**src/rtl/uart_rx_pkg.sv**
```systemverilog
// Shared definitions for the 8N1 UART receiver: FSM states, default bit timing, data width.
// Kept in one package so uart_tx can reuse the same constants.
package uart_rx_pkg;

  localparam int DEFAULT_CLKS_PER_BIT = 434;
  localparam int DATA_W               = 8;

  typedef enum logic [2:0] {
    ST_IDLE  = 3'd0,
    ST_START = 3'd1,
    ST_DATA  = 3'd2,
    ST_STOP  = 3'd3,
    ST_BREAK = 3'd4
  } rx_state_e;

endpackage

```
**src/rtl/uart_rx_sync_2ff.sv**
```systemverilog
// Generic two-flop synchroniser for asynchronous inputs (serial line, buttons, switches).
// RESET_VAL sets the flops to the input's idle level so reset creates no false edge.
module sync_2ff #(
  parameter int                WIDTH     = 1,
  parameter logic [WIDTH-1:0]  RESET_VAL = '1
) (
  input  logic             clk,
  input  logic             rst,
  input  logic [WIDTH-1:0] d,
  output logic [WIDTH-1:0] q
);

  logic [WIDTH-1:0] meta_q, meta_d;
  logic [WIDTH-1:0] sync_q, sync_d;

  always_comb begin
    meta_d = d;
    sync_d = meta_q;
  end

  always_ff @(posedge clk) begin
    if (rst) begin
      meta_q <= RESET_VAL;
      sync_q <= RESET_VAL;
    end else begin
      meta_q <= meta_d;
      sync_q <= sync_d;
    end
  end

  assign q = sync_q;

endmodule

```
**src/rtl/uart_rx.sv**
```systemverilog
// 8N1 serial receiver: synchronises the line, validates the start bit, samples mid-bit
// and hands each byte over through a one-entry valid/ready holding register.
module uart_rx
  import uart_rx_pkg::*;
#(
  parameter int CLKS_PER_BIT = DEFAULT_CLKS_PER_BIT
) (
  input  logic              CLK,
  input  logic              RST_SYNC,
  input  logic              RS232_RX_IN,
  output logic [DATA_W-1:0] RX_DATA_OUT,
  output logic              RX_VALID_OUT,
  input  logic              RX_READY_IN,
  output logic              FRAME_ERR_OUT,
  output logic              OVERRUN_OUT,
  output logic              BUSY_OUT
);

  localparam int HALF_BIT = CLKS_PER_BIT / 2;
  localparam int CNT_W    = $clog2(CLKS_PER_BIT);

  localparam logic [CNT_W-1:0] HALF_LAST = CNT_W'(HALF_BIT - 1);
  localparam logic [CNT_W-1:0] BIT_LAST  = CNT_W'(CLKS_PER_BIT - 1);

  logic rx_s;

  sync_2ff #(
    .WIDTH     (1),
    .RESET_VAL (1'b1)
  ) u_sync (
    .clk (CLK),
    .rst (RST_SYNC),
    .d   (RS232_RX_IN),
    .q   (rx_s)
  );

  rx_state_e         state_q, state_d;
  logic [CNT_W-1:0]  cnt_q, cnt_d;
  logic [2:0]        idx_q, idx_d;
  logic [DATA_W-1:0] shift_q, shift_d;
  logic [DATA_W-1:0] data_q, data_d;
  logic              valid_q, valid_d;
  logic              frame_err_q, frame_err_d;
  logic              overrun_q, overrun_d;

  always_ff @(posedge CLK) begin
    if (RST_SYNC) begin
      state_q     <= ST_IDLE;
      cnt_q       <= '0;
      idx_q       <= '0;
      shift_q     <= '0;
      data_q      <= '0;
      valid_q     <= 1'b0;
      frame_err_q <= 1'b0;
      overrun_q   <= 1'b0;
    end else begin
      state_q     <= state_d;
      cnt_q       <= cnt_d;
      idx_q       <= idx_d;
      shift_q     <= shift_d;
      data_q      <= data_d;
      valid_q     <= valid_d;
      frame_err_q <= frame_err_d;
      overrun_q   <= overrun_d;
    end
  end

  // The counter restarts at every sample point, so each sample lands exactly
  // one bit period after the previous one, starting from the start-bit midpoint.
  always_comb begin
    state_d     = state_q;
    cnt_d       = cnt_q;
    idx_d       = idx_q;
    shift_d     = shift_q;
    data_d      = data_q;
    valid_d     = valid_q;
    frame_err_d = 1'b0;
    overrun_d   = 1'b0;

    if (valid_q && RX_READY_IN) begin
      valid_d = 1'b0;
    end

    case (state_q)
      ST_IDLE: begin
        cnt_d = '0;
        if (!rx_s) begin
          state_d = ST_START;
        end
      end

      ST_START: begin
        if (cnt_q == HALF_LAST) begin
          cnt_d   = '0;
          idx_d   = '0;
          state_d = rx_s ? ST_IDLE : ST_DATA;
        end else begin
          cnt_d = cnt_q + CNT_W'(1);
        end
      end

      ST_DATA: begin
        if (cnt_q == BIT_LAST) begin
          cnt_d   = '0;
          shift_d = {rx_s, shift_q[DATA_W-1:1]};
          idx_d   = idx_q + 3'd1;
          if (idx_q == 3'd7) begin
            state_d = ST_STOP;
          end
        end else begin
          cnt_d = cnt_q + CNT_W'(1);
        end
      end

      ST_STOP: begin
        if (cnt_q == BIT_LAST) begin
          cnt_d = '0;
          if (rx_s) begin
            state_d = ST_IDLE;
            // A full register may still take the new byte if it is being drained this cycle.
            if (!valid_q || RX_READY_IN) begin
              data_d  = shift_q;
              valid_d = 1'b1;
            end else begin
              overrun_d = 1'b1;
            end
          end else begin
            frame_err_d = 1'b1;
            state_d     = ST_BREAK;
          end
        end else begin
          cnt_d = cnt_q + CNT_W'(1);
        end
      end

      ST_BREAK: begin
        cnt_d = '0;
        if (rx_s) begin
          state_d = ST_IDLE;
        end
      end

      default: begin
        state_d = ST_IDLE;
        cnt_d   = '0;
      end
    endcase
  end

  assign RX_DATA_OUT   = data_q;
  assign RX_VALID_OUT  = valid_q;
  assign FRAME_ERR_OUT = frame_err_q;
  assign OVERRUN_OUT   = overrun_q;
  assign BUSY_OUT      = (state_q != ST_IDLE);

endmodule
```
**config.mk**
```make
export PLATFORM = sky130hd
export DESIGN_NAME = uart_rx
export DESIGN_NICKNAME = d
export VERILOG_FILES = /design/src/rtl/uart_rx_pkg.sv /design/src/rtl/uart_rx_sync_2ff.sv /design/src/rtl/uart_rx.sv
export SDC_FILE = /design/constraint.sdc
export NUM_CORES = 1
export LEC_CHECK = 0
export CAP_MARGIN = 25
export CORE_UTILIZATION = 52
export CTS_BUF_LIST = sky130_fd_sc_hd__clkbuf_2 sky130_fd_sc_hd__clkbuf_4 sky130_fd_sc_hd__clkbuf_8
export DETAILED_ROUTE_END_ITERATION = 8
export PLACE_DENSITY = 0.75
export SYNTH_ARGS = -nofsm -noshare
export SYNTH_HDL_FRONTEND = slang
export SYNTH_SLANG_ARGS = --single-unit
```
**constraint.sdc**
```tcl
create_clock -name CLK -period 1.5 [get_ports CLK]
set_input_delay 0.15 -clock CLK [delete_from_list [all_inputs] [get_ports CLK]]
set_output_delay 0.15 -clock CLK [all_outputs]
set_load 0.03 [all_outputs]
```
==> results of run 1 <==
## registers in the layout, summed over array words and instances (netlist names)
register	cells
RX_VALID_OUT	1
state_q	3
u_sync.q	1
cnt_q	9
FRAME_ERR_OUT	1
RX_DATA_OUT	8
u_sync.meta_q	1
idx_q	3
OVERRUN_OUT	1
shift_q	8
## cells in the final DEF, fill, tap and decap left out, types with 3 or more instances in the layout
master            n
o21ai_0           3
xor2_1            4
dlygate4sd2_1     3
nand3_1          12
dlymetal6s2s_1    7
xnor2_1           4
nand2_1           4
clkbuf_4          6
nand2b_1          3
mux2i_1          10
o21ai_1           7
nor2_1           22
a21oi_1          11
clkdlybuf4s50_1   4
nor3_1            3
ha_1              3
dfxtp_1          34
buf_4             9
## metrics by stage
stage	utilization [%]	instances	total power [mW]	setup TNS (ns)	instance area, um^2
after floorplan	-	167	1.021	0	1628
after global placement	65.44	218	1.045	0	1867
after detailed placement	65.44	218	1.047	-0.01081	1867
after CTS	67.68	225	1.524	-0.01801	1931
after global routing	68.42	225	1.567	-0.5439	1952
final	68.42	225	1.506	-0.05463	1952
## kinds of logic after synthesis
logic type | synth area share, %
AO/OA/AOI/OAI | 11.79
XOR/XNOR | 4.344
adder cells (fa/ha/maj) | 3.879
buffers and inverters | 4.189
flip-flops | 44.69
multiplexers | 7.137
AND/OR/NAND/NOR | 23.97
## critical path, cell delays in order, from the launching register on
cell	delay, ns
dfxtp_2	0.36
inv_2	0.07
ha_4	0.12
and4bb_2	0.28
nand2_2	0.08
o31ai_4	0.21
mux2_4	0.32
## report_power, final
part | switching [mW] | internal, mW | total (mW) | leakage, nW
clock | 0.290 | 0.191 | 0.481 | 0.0315
sequential | 0.00394 | 0.960 | 0.964 | 0.291
combinational | 0.0326 | 0.0281 | 0.0607 | 0.559
## worst max-delay path by stage
stage / start / endpoint / slack (ns) / cells after the start
global placement: cnt_q[0] / idx_q[0] / 0.03 / 6
finish: cnt_q[0] / idx_q[0] / -0.03 / 6
CTS: cnt_q[0] / idx_q[0] / -0.02 / 6
global route: cnt_q[1] / idx_q[0] / -0.07 / 6
detailed placement: cnt_q[0] / idx_q[0] / -0.006 / 6
floorplan: cnt_q[0] / idx_q[0] / 0.0007 / 6
## routing by layer
layer / global-route usage [%] / wire [um]
met5: 0 / 0
met2: 34.88 / 1471
met1: 23.57 / 1397
met3: 4.688 / 102
met4: 9.184 / 43
## what timing repair did
action,CTS,global route
pin swaps,0,3
setup endpoints to repair,8,29
resized for setup,10,20
## layout make-up
type	instances	area [um^2]
inverter	4	15.01
timing repair buffer	27	269.0
clock buffer	6	45.04
multi-input combinational	120	855.8
fill	238	900.9
sequential	36	723.2
tap	31	38.79
clock inverter	1	5.005
==> flow_metrics.tcl, run 1 <==
set metrics [dict create \
    finalClockSkew_ns 0.003175 \
    crit_path_max_fanout 3 \
    regToRegSetupSlack_ns -0.03 \
    synth_edf_count 0 \
    vias 1234 \
    syn_area_mm2 0.001613 \
    root_buffer "clkbuf_4" \
    hold_start "RS232_RX_IN" \
    die_y_um 57.69 \
    tritoncts "done" \
    netlist.area_leader.share_pct 44.69 \
    avgSynthCellArea_um2 9.657 \
    critPathCaptureType "flip-flop" \
    min_path_type "in -> reg" \
    worst_ep_required_time_ns 1.73 \
    period_share_pct 102.3 \
    syn-num-nets 176 \
    cts_inserted_buffers 5 \
    ys_top_cells_by_area "dfxtp_1, mux2i_1, nor2_1" \
    htreeDepth 2 \
    reg2regPathDepth 6 \
    drc 3 \
    clock_latency_ns 0.32 \
    hpwl_um 2190 \
    hold_path_end "u_sync.meta_q" \
    grt_max_degree 24 \
    regToRegStartpoint "cnt_q[0]" \
    ys.flop_type "dfxtp_1" \
    crit_path_start_kind "flip-flop" \
    die-area_mm2 0.003328 \
    grt_first_pass_wirelength_um 5071 \
    n_antenna_cell 0 \
    cp_data_arrival_time_ns 1.76 \
    r2r-end "idx_q[0]" \
    hold_violations 0 \
    crit_type "reg -> reg" \
    yosys-top-cells-count "dfxtp_1, nor2_1, nand3_1" \
    grt.total_usage_pct 20.08 \
    synthDistinctLibCells 43 \
    avgRoutedWirePerCell_um 13.40 \
    cts_setup_buffers 0 \
    ir_drop_uv 510.5 \
    path_clk_slew_ns 0.10 \
    gr-total-overflow 0 \
    fmax_mhz 651.5 \
    worstMarginPinSlew_ns 0.4897 \
    areaGrowthSynthToFinish_pct 21.02 \
    ys_ff_latch 36 \
    yosys.cell_count.top_type "dfxtp_1" \
    die_w_um 57.69 \
    yosysSeqAreaShare_pct 44.69 \
    drtIter0Drc 60 \
    dp_worst_setup_slack_ns -0.006423 \
    ant_nets 0 \
    setup_viol 3 \
    nNetsFinal 203 \
    gp_congestion 0.7975 \
    antenna_found_initial 0 \
    power_leakage_nw 0.8819 \
    core_area_mm2 0.002853 \
    routed_wl_um 3014 \
    initial_core_util_pct 56.54 \
    numClockSinks 36 \
    grt_pass1_vias 1182 \
    fin_crit_ns 1.535 \
    io_buffer_count 15 \
    p_per_area_mw_per_mm2 771.4 \
    rows 19 \
    status "finished, violations left" \
    synth_warnings 0 \
    postCtsHoldBufs 0 \
    whs_ns 0.3824 \
    clk_path_buf_depth 2 \
    io_pins 16 \
    worst_slew_margin_rel_pct 67.28 \
    vias_per_cell 5.484 \
    drv_cap 0 \
    grt_setup_unrepaired "true" \
    fin_ws_ns -0.03486 \
    violations "design-rule violations, negative setup slack" \
    final_layout_size_suffix_gt1_share_pct 21.65 \
    maxSlewViolCount 0 \
    synthCells 167 \
    synth_top_area_cell "dfxtp_1" \
    min_delay_path_depth 2 \
    dr.pass1.iters 6 \
    ys_async_sr_fraction_pct 0 \
]
Power figures use the tool's default switching activity.
==> run 2: changes to the inputs <==
Settings changed: CORE_UTILIZATION 52 to 50, PLACE_DENSITY 0.75 to 0.71.
Clock period 1.5 ns to 1.7 ns, I/O delays scaled along.
==> run 2 against run 1 <==
Net effect: the run now ends clean; cell count rose by 4.0%; clock skew rose by 0.0051 ns; combinational power fell by 26%; largest power group unchanged; wire length rose by 2.0%; design area fell by 2.8%; non-clock buffer count fell by 5; register-to-register slack improved by 0.09 ns; critical endpoint unchanged; first-iteration DRC count fell by 40%; maximum frequency fell by 6.6%.
==> flow_metrics.tcl, run 2 (same netlist as run 1, synthesis figures left out) <==
set metrics [dict create \
    gp_congestion 0.8372 \
    critical_path.top_delay_family "simple AND/OR/NAND/NOR gates" \
    cpMaxStageDelayCell "dfxtp_1" \
    p_per_area_mw_per_mm2 786.1 \
    hold_violations 0 \
    dr.pass1.iters 4 \
    crit_path_max_fanout 3 \
    finalClockSkew_ns 0.008304 \
    clk_path_buf_depth 2 \
    top_register "cnt_q" \
    max_stage_delay_ns 0.35 \
    vias 1238 \
    tritoncts "done" \
    final_common_cell "dfxtp_1" \
    die_y_um 58.80 \
    path_clk_slew_ns 0.11 \
    die-area_mm2 0.003457 \
    power_leakage_nw 0.7243 \
    final_cell_mix "dfxtp_1, nor2_1, clkdlybuf4s50_1" \
    core_area_mm2 0.003053 \
    setup_viol 0 \
    gr-total-overflow 0 \
    nNetsFinal 198 \
    whs_ns 0.3858 \
    root_buffer "clkbuf_4" \
    numClockSinks 36 \
    rows 20 \
    period_share_pct 96.67 \
    avgRoutedWirePerCell_um 13.14 \
    grt_max_degree 21 \
    drtIter0Drc 36 \
    worstPathCellList "inv_1 > ha_1 > and4bb_2 > nand2_2 > o31ai_4 > mux2_4" \
    ant_nets 0 \
    final_layout_size_suffix_gt1_share_pct 16.32 \
    vias_per_cell 5.291 \
    worstMarginPinSlew_ns 0.4314 \
    initial_core_util_pct 52.83 \
    fin_crit_ns 1.643 \
    areaGrowthSynthToFinish_pct 17.69 \
    critPathCaptureType "flip-flop" \
    drv_cap 0 \
    hpwl_um 2195 \
    clock_latency_ns 0.35 \
    grt_setup_unrepaired "false" \
    fmax_mhz 608.5 \
    die_w_um 58.80 \
    grt_pass1_vias 1228 \
    worst_ep_required_time_ns 1.94 \
    crit_type "reg -> reg" \
    crit_buf_inv 1 \
    grt_first_pass_wirelength_um 5299 \
    fin_tns_setup_ns 0 \
    grt.total_usage_pct 20.67 \
    worst_slew_margin_rel_pct 71.18 \
    routed_wl_um 3075 \
    drc 0 \
    ir_drop_uv 518.3 \
    antenna_found_initial 0 \
    n_antenna_cell 0 \
    crit_path_start_kind "flip-flop" \
    largest_reg_flops 9 \
    htreeDepth 2 \
    io_buffer_count 15 \
    maxSlewViolCount 0 \
    min_path_type "in -> reg" \
    cts_inserted_buffers 5 \
    status "complete, no violations" \
    postCtsHoldBufs 0 \
    io_pins 16 \
    cp_data_arrival_time_ns 1.89 \
]
[run 2: routing by layer]
| metal | share of wire (%) | up-vias | GRT usage (%) |
|---|---|---|---|
| met5 | 0 | - | 0 |
| met4 | 2.8 | 0 | 14.63 |
| met3 | 3.6 | 7 | 5.055 |
| met2 | 46 | 28 | 31.01 |
| met1 | 48 | 573 | 25.89 |
| li1 | - | 630 | - |
[run 2: final cells by class]
cell class / instances / area [um^2]
fill: 281 / 1155
sequential: 36 / 721.9
timing repair buffer: 22 / 201.4
inverter: 4 / 15.01
clock inverter: 3 / 42.54
multi-input combinational: 120 / 824.5
tap: 44 / 55.05
clock buffer: 5 / 37.54
[run 2: report_power, final]
part	internal, mW	leakage, nW	switching, mW
registers	0.847	0.291	0.00373
logic	0.0191	0.392	0.0261
clock network	0.306	0.0412	0.289
total	1.17	0.724	0.319
[run 2: what timing repair did]
item / 4_1_cts / 5_1_grt
gates resized for setup: 1 / 1
setup endpoints to repair: 1 / 12
setup buffers: 0 / 2
pin swaps: 0 / 1
[run 2: worst paths after layout]
path	start	end	slack (ns)	depth (start not counted)
worst max register to register	cnt_q[1]	idx_q[0]	0.06	6
worst max-delay path	cnt_q[1]	idx_q[0]	0.06	6
worst min register to register	u_sync.meta_q	u_sync.q	0.42	1
worst min-delay path	RS232_RX_IN	u_sync.meta_q	0.39	2
[run 2: worst reg2reg max path, cell delays in order (launching register included)]
cell	delay (ns)
dfxtp_1	0.35
inv_1	0.08
ha_1	0.14
and4bb_2	0.27
nand2_2	0.08
o31ai_4	0.29
mux2_4	0.33
[run 2: stage by stage]
stage                     utilization (%)  instance area (um^2)  power (mW)  instances  setup slack, ns
after global routing                62.17                  1898       1.560        234         0.008495
final                               62.17                  1898       1.492        234          0.05663
after CTS                           61.64                  1882       1.515        232          0.04401
after floorplan                         -                  1613      0.9000        167           0.1491
after detailed placement            59.06                  1803      0.9162        224          0.09036
after global placement              59.06                  1803      0.9150        224           0.1306
==> run 3: changes to the inputs <==
Settings changed: PLACE_DENSITY 0.71 to 0.7.
==> run 3 against run 2 <==
Net effect: utilization shrank 0.57 points; largest power group unchanged; wire length down 5.8%; highest routed layer unchanged; via count is 1.8% lower.
==> flow_metrics.tcl, run 3 (same netlist as run 1, synthesis figures left out) <==
set metrics [dict create \
    hold_path_end "u_sync.meta_q" \
    min_path_type "in -> reg" \
    ir_drop_uv 461.5 \
    vias_per_cell 5.197 \
    period_share_pct 93.16 \
    maxSlewViolCount 0 \
    fin_ws_ns 0.1163 \
    worstMarginPinSlew_ns 0.4290 \
    seq_area_um2 721.9 \
    drc 0 \
    final_layout_size_suffix_gt1_share_pct 16.84 \
    crit_type "reg -> out" \
    io_buffer_count 15 \
    setup_viol 0 \
    worst_ep_required_time_ns 1.53 \
    hold_start "RS232_RX_IN" \
    drv_cap 0 \
    hold_violations 0 \
    rows 20 \
    dr.pass1.iters 4 \
    crit_start "state_q[0]" \
    crit_path_max_fanout 6 \
    grt_max_degree 19 \
    status "complete, no violations" \
    fin_crit_ns 1.584 \
    n_antenna_cell 0 \
    cp_data_arrival_time_ns 1.41 \
    initial_core_util_pct 52.83 \
    clk_path_buf_depth 2 \
    cts_inserted_buffers 5 \
    numClockSinks 36 \
    finalClockSkew_ns 0.01045 \
    routed_wl_um 2897 \
    root_buffer "clkbuf_4" \
    hpwl_um 2070 \
    final_common_cell "dfxtp_1" \
    gr-total-overflow 0 \
    avgRoutedWirePerCell_um 12.38 \
    fillers 269 \
    worst_slew_margin_rel_pct 71.34 \
    place_inst 224 \
    regToRegStartpoint "cnt_q[1]" \
    die_w_um 58.80 \
    ant_nets 0 \
    antenna_found_initial 0 \
    largest_reg_flops 9 \
    min_delay_path_depth 2 \
    grt.total_usage_pct 19.00 \
    reg2regPathDepth 6 \
    final_cell_mix "dfxtp_1, nor2_1, clkdlybuf4s50_1" \
    io_pins 16 \
    areaGrowthSynthToFinish_pct 16.60 \
    die-area_mm2 0.003457 \
    critPathCaptureType "output pin" \
    htreeDepth 2 \
    fmax_mhz 631.4 \
    drtIter0Drc 21 \
    tritoncts "done" \
    postCtsHoldBufs 0 \
    regToRegSetupSlack_ns 0.12 \
    fin_tns_setup_ns 0 \
    multi_input_area_um2 829.5 \
    gp_congestion 0.8108 \
    vias 1216 \
    final_cells 234 \
    path_clk_slew_ns 0.10 \
    grt_setup_unrepaired "false" \
    dp_worst_setup_slack_ns 0.08681 \
    die_y_um 58.80 \
    crit_path_start_kind "flip-flop" \
    p_per_area_mw_per_mm2 707.0 \
    grt_first_pass_wirelength_um 4885 \
    power_leakage_nw 0.7202 \
    top_register "cnt_q" \
    r2r-end "idx_q[0]" \
    grt_pass1_vias 1069 \
    clock_latency_ns 0.34 \
    core_area_mm2 0.003053 \
    nNetsFinal 199 \
]
==> run 3: metal layers <==
layer / part of all wire (%) / wire, um / global-route usage (%) / vias to the layer above
li1: - / - / - / 628
met4: 1.2 / 34 / 7.143 / 0
met2: 46 / 1321 / 29.06 / 21
met3: 4.0 / 117 / 7.253 / 4
met1: 49 / 1423 / 24.25 / 563
met5: 0 / 0 / 0 / -
==> run 3: critical path, stage by stage (launching register included) <==
cell and delay [ns]:
dfxtp_1 0.37, or3_1 0.36, dlygate4sd2_1 0.36
==> run 3: how the worst max path moves through the flow <==
stage	endpoint	slack, ns	cells past startpoint
2_1_floorplan	idx_q[0]	0.15	6
3_3_place_gp	idx_q[0]	0.14	6
3_5_place_dp	idx_q[0]	0.09	6
4_1_cts	idx_q[0]	0.05	6
5_1_grt	idx_q[2]	0.004	7
6_report	BUSY_OUT	0.12	2
==> run 3: repair_timing <==
action / 4_1_cts / 5_1_grt
resized for setup: 1 / 2
setup endpoints to repair: 1 / 13
pin swaps: 0 / 2
setup buffers: 0 / 3
==> run 3: cell type report <==
class	count	area share, %
timing repair buffer	23	11.11
inverter	4	0.7984
clock buffer	6	2.395
tap	44	2.927
clock inverter	1	0.2661
multi-input combinational	120	44.11
sequential	36	38.39
==> run 3: power by group <==
| group | total [mW] | switching (mW) | leakage (nW) | internal (mW) |
|---|---|---|---|---|
| combinational | 0.0439 | 0.0244 | 0.398 | 0.0195 |
| clock | 0.433 | 0.265 | 0.0315 | 0.168 |
| sequential | 0.852 | 0.00510 | 0.291 | 0.847 |
| total | 1.33 | 0.295 | 0.720 | 1.03 |
==> run 3: through the flow <==
step	power (mW)	hold WS (ns)	cell area [um^2]	utilization [%]
2_1_floorplan	0.9000	0.2738	1613	-
3_3_place_gp	0.9155	0.3925	1803	59.06
3_5_place_dp	0.9168	0.4002	1803	59.06
4_1_cts	1.343	0.3854	1852	60.66
5_1_grt	1.382	0.3788	1881	61.60
6_report	1.330	0.3950	1881	61.60
